--- config.mk ---
export PLATFORM = sky130hd
export DESIGN_NAME = sprite_rom_arbiter
export DESIGN_NICKNAME = d
export VERILOG_FILES = /design/src/rtl/sprite_rom_arbiter.sv
export SDC_FILE = /design/constraint.sdc
export NUM_CORES = 1
export LEC_CHECK = 0
export CAP_MARGIN = 0
export CELL_PAD_IN_SITES_DETAIL_PLACEMENT = 1
export CELL_PAD_IN_SITES_GLOBAL_PLACEMENT = 1
export CORE_UTILIZATION = 40
export CTS_BUF_LIST = sky130_fd_sc_hd__clkbuf_8
export CTS_CLUSTER_SIZE = 24
export DETAILED_ROUTE_END_ITERATION = 8
export GPL_TIMING_DRIVEN = 0
export PLACE_DENSITY = 0.94
export SYNTH_ARGS = -nofsm -noshare
export SYNTH_HDL_FRONTEND = slang
export SYNTH_SLANG_ARGS = --single-unit
--- constraint.sdc ---
create_clock -name clk_25mHz -period 18.63 [get_ports clk_25mHz]
set_clock_uncertainty 0.15 [all_clocks]
set_input_delay 3.726 -clock clk_25mHz [delete_from_list [all_inputs] [get_ports clk_25mHz]]
set_output_delay 3.726 -clock clk_25mHz [all_outputs]
set_load 0.005 [all_outputs]
--- src/rtl/sprite_rom_arbiter.sv ---
// Round-robin arbiter sharing one synchronous sprite ROM read port among NUM_REQ requesters.
// Fixed two-cycle grant-to-response pipeline; out-of-range requests return an error response.
module sprite_rom_arbiter #(
    parameter int NUM_REQ        = 4,
    parameter int SPRITE_DIM     = 50,
    parameter int SPRITE_COUNT   = 94,
    parameter int ROM_ADDR_WIDTH = 18,
    localparam int ID_W          = (NUM_REQ > 1) ? $clog2(NUM_REQ) : 1
) (
    input  logic                      clk_25mHz,
    input  logic                      reset,
    input  logic                      frame_start,
    input  logic [NUM_REQ-1:0]        req,
    input  logic [7*NUM_REQ-1:0]      req_glyph,
    input  logic [6*NUM_REQ-1:0]      req_row,
    input  logic [6*NUM_REQ-1:0]      req_col,
    output logic [NUM_REQ-1:0]        gnt,
    output logic [ROM_ADDR_WIDTH-1:0] rom_addr,
    input  logic                      rom_data,
    output logic                      rsp_valid,
    output logic [ID_W-1:0]           rsp_id,
    output logic                      rsp_pixel,
    output logic                      rsp_err
);

    logic [6:0] glyph_arr [NUM_REQ];
    logic [5:0] row_arr   [NUM_REQ];
    logic [5:0] col_arr   [NUM_REQ];

    generate
        for (genvar gi = 0; gi < NUM_REQ; gi++) begin : g_unpack
            assign glyph_arr[gi] = req_glyph[7*gi +: 7];
            assign row_arr[gi]   = req_row[6*gi +: 6];
            assign col_arr[gi]   = req_col[6*gi +: 6];
        end
    endgenerate

    logic [ID_W-1:0]           ptr_reg;
    logic [ROM_ADDR_WIDTH-1:0] rom_addr_reg;
    logic                      s1_valid_reg;
    logic [ID_W-1:0]           s1_id_reg;
    logic                      s1_err_reg;
    logic                      rsp_valid_reg;
    logic [ID_W-1:0]           rsp_id_reg;
    logic                      rsp_err_reg;

    // (base + off) mod NUM_REQ, valid for base, off < NUM_REQ.
    function automatic logic [ID_W-1:0] wrap_add(input logic [ID_W-1:0] base, input int off);
        logic [ID_W:0] sum;
        sum = {1'b0, base} + (ID_W+1)'(off);
        if (sum >= (ID_W+1)'(NUM_REQ))
            sum = sum - (ID_W+1)'(NUM_REQ);
        return sum[ID_W-1:0];
    endfunction

    logic [ID_W-1:0] sel_idx;
    logic            sel_any;

    // Scan from the highest offset down so the requester closest to ptr wins.
    always_comb begin
        sel_idx = '0;
        sel_any = 1'b0;
        for (int k = NUM_REQ - 1; k >= 0; k--) begin
            if (req[wrap_add(ptr_reg, k)]) begin
                sel_any = 1'b1;
                sel_idx = wrap_add(ptr_reg, k);
            end
        end
    end

    logic grant;
    assign grant = sel_any & ~reset;
    assign gnt   = grant ? (NUM_REQ'(1) << sel_idx) : '0;

    logic [6:0]  glyph_sel;
    logic [5:0]  row_sel;
    logic [5:0]  col_sel;
    logic        in_range;
    logic [31:0] full_addr;

    assign glyph_sel = glyph_arr[sel_idx];
    assign row_sel   = row_arr[sel_idx];
    assign col_sel   = col_arr[sel_idx];

    assign in_range  = (32'(glyph_sel) < 32'(SPRITE_COUNT)) &&
                       (32'(row_sel)   < 32'(SPRITE_DIM))   &&
                       (32'(col_sel)   < 32'(SPRITE_DIM));

    // Full 32-bit product so nothing wraps before the final narrowing to the ROM width.
    assign full_addr = 32'(glyph_sel) * 32'(SPRITE_DIM * SPRITE_DIM)
                     + 32'(row_sel) * 32'(SPRITE_DIM)
                     + 32'(col_sel);

    always_ff @(posedge clk_25mHz) begin
        if (reset) begin
            ptr_reg       <= '0;
            rom_addr_reg  <= '0;
            s1_valid_reg  <= 1'b0;
            s1_id_reg     <= '0;
            s1_err_reg    <= 1'b0;
            rsp_valid_reg <= 1'b0;
            rsp_id_reg    <= '0;
            rsp_err_reg   <= 1'b0;
        end else begin
            if (frame_start)
                ptr_reg <= '0;
            else if (grant)
                ptr_reg <= wrap_add(sel_idx, 1);

            if (grant && in_range)
                rom_addr_reg <= ROM_ADDR_WIDTH'(full_addr);

            s1_valid_reg  <= grant;
            s1_id_reg     <= grant ? sel_idx : '0;
            s1_err_reg    <= grant & ~in_range;

            rsp_valid_reg <= s1_valid_reg;
            rsp_id_reg    <= s1_valid_reg ? s1_id_reg : '0;
            rsp_err_reg   <= s1_valid_reg & s1_err_reg;
        end
    end

    assign rom_addr  = rom_addr_reg;
    assign rsp_valid = rsp_valid_reg;
    assign rsp_id    = rsp_id_reg;
    assign rsp_err   = rsp_err_reg;
    // The ROM output lands in the response cycle itself, so the pixel is gated rather than registered.
    assign rsp_pixel = rsp_valid_reg & ~rsp_err_reg & rom_data;

endmodule
==> results of run 1 <==
stage by stage:
stage / util, % / std cells / hold slack [ns] / instance area [µm²]
2_1_floorplan: - / 469 / 0.256 / 4030
3_3_place_gp: 54.2 / 712 / 0.258 / 5300
3_5_place_dp: 54.2 / 712 / 0.272 / 5300
4_1_cts: 54.7 / 716 / 0.293 / 5350
5_1_grt: 54.7 / 716 / 0.310 / 5350
6_report: 54.7 / 716 / 0.287 / 5350
worst max-delay path: cells and delay by family:
| family | cells | cell delay (ns) |
|---|---|---|
| xor gates and xnor gates | 2 | 0.40 |
| AOI/OAI and AO/OA | 8 | 1.68 |
| adders and majority gates | 6 | 1.89 |
| buffers and inverters | 5 | 1.67 |
| muxes | 2 | 0.39 |
| and+or+nand+nor | 6 | 0.93 |
cell type report:
cell class / instances / area share, %
Sequential cell: 28 / 10.5
Buffer: 13 / 1.71
Tap cell: 133 / 3.11
Multi-Input combinational cell: 387 / 60.2
Inverter: 41 / 2.88
Timing Repair Buffer: 110 / 20.6
Clock buffer: 4 / 1.03
path summary, 6_finish.rpt:
check,from,to,slack (ns),cells after the start
worst max-delay path,req[2],rom_addr[15]$_SDFFE_PP0P_,7.93,29
worst min-delay path,s1_id_reg[1]$_SDFF_PP0_,rsp_id[1]$_SDFF_PP0_,0.29,1
worst min register to register,s1_id_reg[1]$_SDFF_PP0_,rsp_id[1]$_SDFF_PP0_,0.29,1
worst max register to register,ptr_reg[1]$_SDFFE_PP0P_,rom_addr[15]$_SDFFE_PP0P_,11.59,27
placed cells by master (no fill, tap or decap), types with 3 or more instances in the layout:
cell type                         instances
sky130_fd_sc_hd__nand3_1                  9
sky130_fd_sc_hd__nor3_1                   7
sky130_fd_sc_hd__o21ai_1                  3
sky130_fd_sc_hd__mux2_2                   4
sky130_fd_sc_hd__nor2_1                  20
sky130_fd_sc_hd__inv_1                   40
sky130_fd_sc_hd__o21ai_0                  9
sky130_fd_sc_hd__nor2b_1                 10
sky130_fd_sc_hd__mux2i_1                 31
sky130_fd_sc_hd__buf_6                    3
sky130_fd_sc_hd__dfxtp_1                 28
sky130_fd_sc_hd__nand2_1                 45
sky130_fd_sc_hd__a21oi_1                 16
sky130_fd_sc_hd__ha_1                    84
sky130_fd_sc_hd__and2_1                   8
sky130_fd_sc_hd__clkbuf_1                 4
sky130_fd_sc_hd__a21o_1                   6
sky130_fd_sc_hd__buf_2                    3
sky130_fd_sc_hd__xnor2_1                 18
sky130_fd_sc_hd__o21bai_1                 7
sky130_fd_sc_hd__xor2_1                  13
sky130_fd_sc_hd__clkdlybuf4s50_1        110
sky130_fd_sc_hd__mux2_1                   3
sky130_fd_sc_hd__fa_1                    10
sky130_fd_sc_hd__or2_2                    5
sky130_fd_sc_hd__a31oi_1                 11
sky130_fd_sc_hd__a211oi_1                 7
sky130_fd_sc_hd__nand2b_1                16
sky130_fd_sc_hd__clkbuf_8                 4
sky130_fd_sc_hd__and3_1                  13
logic make-up after synthesis:
kind of cell    after synthesis  synth area share [%]
simple gates                147                  19.1
fa+ha+maj                    94                  31.1
flops                        28                  13.9
compound gates               77                  13.5
mux                          38                  9.66
xor+xnor                     31                  6.74
buf+inv                      54                  6.09
routing by layer:
metal  vias to the layer above  track usage [%]  share of wire, %
li1                       1879                -                 -
met1                      1922             28.2                41
met2                       114             48.6                54
met3                        21             1.37               3.2
met4                         0             6.92               1.8
met5                         -                0                 0
==> results.cfg, run 1 <==
[run_status]
status = completed

[yosys]
ys_seq_area_share_pct = 13.9
async_flop_share_pct = 0
post_synth_edffs = 0
ys_top_cells_by_area = sky130_fd_sc_hd__ha_1 26%, sky130_fd_sc_hd__dfxtp_1 14%, sky130_fd_sc_hd__mux2i_1 7.7%, sky130_fd_sc_hd__fa_1 5.0%, sky130_fd_sc_hd__nand2_1 4.2%
netlist.area_leader.share_pct = 26.1
yosys_warnings = 0
synth_common_cells = 84 x sky130_fd_sc_hd__ha_1, 45 x sky130_fd_sc_hd__nand2_1, 40 x sky130_fd_sc_hd__inv_1, 31 x sky130_fd_sc_hd__mux2i_1, 28 x sky130_fd_sc_hd__dfxtp_1
synth_top_area_cell = sky130_fd_sc_hd__ha_1
ys_dominant_reg_cell = sky130_fd_sc_hd__dfxtp_1
yosys_register_bits = 28
synthDistinctLibCells = 57
syn_nets = 647
post_synth.cell_area_avg_um2 = 8.59
post_synth_instance_area_um2 = 4030
post_synthesis_cell_count = 469
synth.most_common_cell = sky130_fd_sc_hd__ha_1

[final_layout]
syn2layout_area_growth_pct = 32.8
area.sequential_um2 = 561
antenna_cells_inserted = 0
largest_register_ffs = 18
multiInputGateArea_um2 = 3220
fillCellCount = 1175
layout-drive-gt1-share_pct = 5.32
net_count_reported_at_finish = 762

[grt]
first_global_vias = 4247
grt_start_max_net_pins = 16
grt.total_usage_pct = 24.6
globalRouteOverflowTotal = 0
global_route_wire_length_before_repair_um = 20100
antenna_found_initial = 0

[sta]
tightest_slew_ns = 0.898
timing.max_slew.rel_slack_pct = 39.9
min_period_ns = 10.70
max_freq_mhz = 93.4
setup_repair_after_global_routing_missed_its_margin = false
setup_tns_after_final_layout_ns = 0
layout_setup_ws_ns = 7.93
hold_viol = 0
final.period_utilization_pct = 57.5
slew_viol_final = 0
setup_viol_count_final = 0

[clock_network]
tritoncts = done
clock_path_buffers = 2
cts_setup_buffers = 0
clk_transition_reported_paths_ns = 0.09
cts_buffers = 3
ctsResizeCount = 0
cts.root.buffer_cell = sky130_fd_sc_hd__clkbuf_8
cts_sinks = 28
clk_latency_ns = 0.28
cts-hold-fix-buffers = 0
htree_num_levels = 1

[placed_design]
place_worst_setup_slack_ns = 7.69
portBuffers = 110
place_hpwl_um = 11200
final_wtd_congestion = 0.857

[die]
ioPinCount = 111
fp.coreArea_um2 = 9770
std_cell_rows = 36
start_util_pct = 41.2
die_area_um2 = 10500
fp.dieW_um = 102
die_h_um = 102

[worst_setup_path]
timing.critical_path.mode_cell = sky130_fd_sc_hd__ha_1
startpoint_type_of_the_worst_setup_path = input port
worst_ep_required_ns = 18.64
path_max_fanout = 11
cp_slowest_stage_delay_ns = 0.59
cp_slowest_cell = sky130_fd_sc_hd__o41ai_1
timing.critical_path.arrival_ns = 10.72
worst-setup-path-type = input port to register
critical_path_sink_type = register

[route]
drt_pre_antenna_iters = 4
route.vias.total = 3936
drtAntennaViolNets = 0
routed_wirelength_um = 12800
avgRoutedWirePerCell_um = 17.9
drtIter0Drc = 95
detail_route.drc_violations = 0
viasPerCell = 5.50

[min_path]
min-delay-path-class = register to register

[flow_run]
cap_violations = 0
Power of run 1 is not shown: default switching activity piles up to over one toggle a cycle in this logic, so the estimate is an artifact.
==> run 2: changes to the inputs <==
CORE_UTILIZATION = 34   (was 40)
PLACE_DENSITY = 0.85   (was 0.94)
clock period = 9.05 ns   (was 18.63 ns; I/O delays follow)
==> results.cfg, run 2 (synthesis results as in run 1) <==
[route]
detail_route.drc_violations = 0
met2_length_um = 6340
highest_layer = met4
route.vias.total = 3846
drtAntennaViolNets = 0
viasPerCell = 5.30
route.met3.wl_um = 380
drtIter0Drc = 129
avgRoutedWirePerCell_um = 17.3
drt_pre_antenna_iters = 4
routed_wirelength_um = 12500
wl_met1_um = 5480

[sta]
max_freq_mhz = 116
setup_tns_after_final_layout_ns = 0
setup_repair_after_global_routing_missed_its_margin = false
tightest_slew_ns = 0.936
setup_viol_count_final = 0
layout_setup_ws_ns = 0.428
final.period_utilization_pct = 95.3
min_period_ns = 8.62
timing.max_slew.rel_slack_pct = 37.3
slew_viol_final = 0
hold_viol = 0

[worst_setup_path]
startpoint_type_of_the_worst_setup_path = input port
critical_path_sink_type = register
cp_slowest_stage_delay_ns = 0.51
path_max_fanout = 11
timing.critical_path.from = req[2]
reg2reg_from = ptr_reg[1]$_SDFFE_PP0P_
worst_ep_required_ns = 9.07
critical_path_depth = 28
cp_num_buf_inv = 4
crit_family = compound AO/OA/AOI/OAI gates
timing.critical_path.mode_cell = sky130_fd_sc_hd__ha_1
worst-setup-path-type = input port to register
cp_slowest_cell = sky130_fd_sc_hd__clkdlybuf4s50_1
timing.critical_path.arrival_ns = 8.65
worst_r2r_path_depth = 27

[final_layout]
largest_register_ffs = 18
net_count_reported_at_finish = 762
finish.utilization_pct = 47.0
layout_commonest_cell = sky130_fd_sc_hd__clkdlybuf4s50_1
syn2layout_area_growth_pct = 33.8
final_cell_mix = 110 x sky130_fd_sc_hd__clkdlybuf4s50_1, 84 x sky130_fd_sc_hd__ha_1, 45 x sky130_fd_sc_hd__nand2_1, 40 x sky130_fd_sc_hd__inv_1, 31 x sky130_fd_sc_hd__mux2i_1
layout-drive-gt1-share_pct = 5.66
antenna_cells_inserted = 0

[min_path]
hp-start = s1_id_reg[0]$_SDFF_PP0_
min-delay-path-class = register to register
number_of_cells_on_the_worst_hold_path = 1

[grt]
grt_start_max_net_pins = 17
first_global_vias = 4180
global_route_wire_length_before_repair_um = 20300
grt.total_usage_pct = 20.3
globalRouteOverflowTotal = 0
antenna_found_initial = 0

[placed_design]
portBuffers = 110
final_wtd_congestion = 0.921
place_hpwl_um = 10800
place_worst_setup_slack_ns = 0.00820

[clock_network]
cts_buffers = 3
clock_path_buffers = 2
cts-hold-fix-buffers = 0
cts.root.buffer_cell = sky130_fd_sc_hd__clkbuf_8
tritoncts = done
htree_num_levels = 1
clk_transition_reported_paths_ns = 0.10
cts_sinks = 28
clk_latency_ns = 0.28

[flow_run]
cap_violations = 0

[run_status]
status = completed

[die]
fp.coreArea_um2 = 11500
start_util_pct = 35.1
std_cell_rows = 39
die_h_um = 111
fp.dieW_um = 111
ioPinCount = 111
die_area_um2 = 12300
==> run 2: cell types whose count changed in the layout (fill, tap and decap cells not counted) <==
cell / change
sky130_fd_sc_hd__clkbuf_8: -1
sky130_fd_sc_hd__o41ai_1: -1
sky130_fd_sc_hd__bufinv_16: +1
sky130_fd_sc_hd__buf_1: -1
sky130_fd_sc_hd__o41ai_2: +1
sky130_fd_sc_hd__clkbuf_2: +1
==> run 2: area by class of cell <==
class | count | area (µm²)
Inverter | 41 | 154
Sequential cell | 28 | 561
Clock inverter | 1 | 30.0
Tap cell | 143 | 179
Clock buffer | 3 | 41.3
Fill cell | 1356 | 6080
Buffer | 13 | 92.6
Timing Repair Buffer | 110 | 1100
Multi-Input combinational cell | 387 | 3230
==> run 2: repair_timing <==
action	4_1_cts	5_1_grt
gates resized for setup	0	2
setup buffers	0	0
setup endpoints to repair	0	3
endpoints found under the hold margin	0	0
==> run 2: per-layer routing <==
layer / up-vias / global-route usage, %
li1: 1874 / -
met1: 1859 / 24.8
met2: 88 / 37.5
met3: 25 / 1.31
met4: 0 / 6.76
met5: - / 0
==> run 2: metrics by stage <==
stage          hold WS [ns]  cell area [µm²]  std cells
2_1_floorplan         0.256             4030        469
3_3_place_gp          0.262             5310        722
3_5_place_dp          0.268             5310        722
4_1_cts               0.291             5380        726
5_1_grt               0.308             5390        726
6_report              0.287             5390        726
==> run 2: path summary, 6_finish.rpt <==
path	end	slack (ns)
worst max-delay path	rom_addr[17]$_SDFFE_PP0P_	0.43
worst min-delay path	rsp_id[0]$_SDFF_PP0_	0.29
worst max register to register	rom_addr[17]$_SDFFE_PP0P_	2.04
worst min register to register	rsp_id[0]$_SDFF_PP0_	0.29
Power of run 2 is left out for the same reason.
==> patch (settings of run 2) <==
Change the parameter `ROM_ADDR_WIDTH` from 18 to 36.
--- a/src/rtl/sprite_rom_arbiter.sv
+++ b/src/rtl/sprite_rom_arbiter.sv
@@ -4,7 +4,7 @@
     parameter int NUM_REQ        = 4,
     parameter int SPRITE_DIM     = 50,
     parameter int SPRITE_COUNT   = 94,
-    parameter int ROM_ADDR_WIDTH = 18,
+    parameter int ROM_ADDR_WIDTH = 36,
     localparam int ID_W          = (NUM_REQ > 1) ? $clog2(NUM_REQ) : 1
 ) (
     input  logic                      clk_25mHz,
Ports: changed (resized rom_addr); port bits go from 111 to 129. No check against the original RTL was run, so the function may have changed too.
==> patch against run 2 <==
  * Cell area is 7.1% higher
  * Sequential cell count is 2 higher
  * Area after synthesis is 6.3% higher
  * Routed wire length is 2.5% higher
  * Hold slack worse by 0.0071 ns
  * Worst setup slack better by 0.096 ns
  * Largest cell class unchanged
==> patch: results (changes against run 2) <==
multi_input_area_sq_um: 3370  # +4.2%
cts_htree_levels: 2  # +1
drt-initial-drc-count: 116  # -10%
sh_seq_area: 0.104  # about the same
ys_top_cells_by_count: "81 x ha_1, 56 x nand2_1, 43 x inv_1, 30 x dfxtp_1, 23 x mux2i_1"
dp_cells: 807  # +12%
whs_endpoint: "rsp_id[1]"
synth.area.top_cells: "ha_1 24%, dfxtp_1 14%, fa_1 6.1%, mux2i_1 5.4%, nand2_1 4.9%"
grt_pass1_wl_um: 20400  # +0.47%
arrival_ns: 8.54  # -0.11 ns
num-nonclk-inverters: 44  # +7.3%
clk_share: 0.0165  # +0.00324
wl_per_cell_um: 15.8  # -8.6%
status: "complete, no violations"
n_clock_buffer: 6  # +3
seq_cell_count: 30  # +7.1%
min_from: "s1_id_reg[1]"
place_congestion: 0.867  # -5.8%
cts_buffers: 5  # +2
path_clk_slew_ns: 0.07  # -0.03 ns
r2r_slack_ns: 2.18  # +0.14 ns
hpwl_um: 11200  # +3.5%
buffers: 144  # +17%
placed_cell_area_sq_um: 5660  # +6.6%
rows: 40  # +2.6%
grt_max_degree: 12  # -5
largest_reg_flops: 20  # +2
hold_slack_ns: 0.280  # -0.00706 ns
grtUsageTotal: 0.196  # -0.00703
multi_input_cells: 420  # +8.5%
syn_area_per_cell_sq_um: 8.35  # -2.8%
grt_pass1_vias: 4297  # +2.8%
post-place-ws_ns: -0.283  # -0.291 ns
die_w_um: 114  # +3.1%
portBuffers: 111  # +0.91%
final_area_sq_um: 5770  # +7.1%
patch: repair_timing:
item                       in CTS  in global routing
resized for setup               1                  5
setup endpoints to repair       2                  4
pin swaps                       0                  0
hold buffers                    0                  0
buffers inserted                0                  0
hold endpoints to repair        0                  0
patch: power by group through the flow:
stage	Clock, W	Combinational [W]	Sequential [W]
6_report	0.000111	0.00234	0.000183
3_5_place_dp	0	0.00230	0.000186
5_1_grt	0.000120	0.00261	0.000186
4_1_cts	0.000113	0.00233	0.000183
2_1_floorplan	0	0.00172	0.000185
3_3_place_gp	0	0.00216	0.000183
patch: critical path: cells and delay by family:
family	cells	cell delay, ns
xor gates and xnor gates	2	0.32
adders and majority gates	7	2.23
and+or+nand+nor	7	1.30
buffers and inverters	4	1.47
AOI/OAI and AO/OA	6	1.38
patch: how the worst max path moves through the flow:
stage                    to  slack (ns)  depth (start not counted)
2_1_floorplan  rom_addr[15]        1.51                         25
3_3_place_gp   rom_addr[15]       -0.07                         26
3_5_place_dp   rom_addr[17]       -0.28                         26
4_1_cts        rom_addr[17]        0.19                         26
5_1_grt        rom_addr[15]        0.10                         26
6_report       rom_addr[17]        0.52                         26
patch: logic make-up (layout without fill, tap and decap cells):
group / after synthesis / in the layout / synth area share
AO/OA/AOI/OAI: 90 / 90 / 0.145
AND/OR/NAND/NOR: 160 / 160 / 0.193
buffers and inverters: 78 / 196 / 0.0906
flip-flops: 30 / 30 / 0.140
adder cells (fa/ha/maj): 95 / 95 / 0.300
other: 1 / 16 / 0.000876
multiplexers: 29 / 29 / 0.0695
XOR/XNOR: 30 / 30 / 0.0613
patch: layer usage:
layer	global-route usage	vias to the layer above	share of wire
li1	-	2005	-
met1	0.233	1926	0.43
met4	0.0424	0	0.015
met3	0.0122	13	0.029
met5	0	-	0
met2	0.381	87	0.53
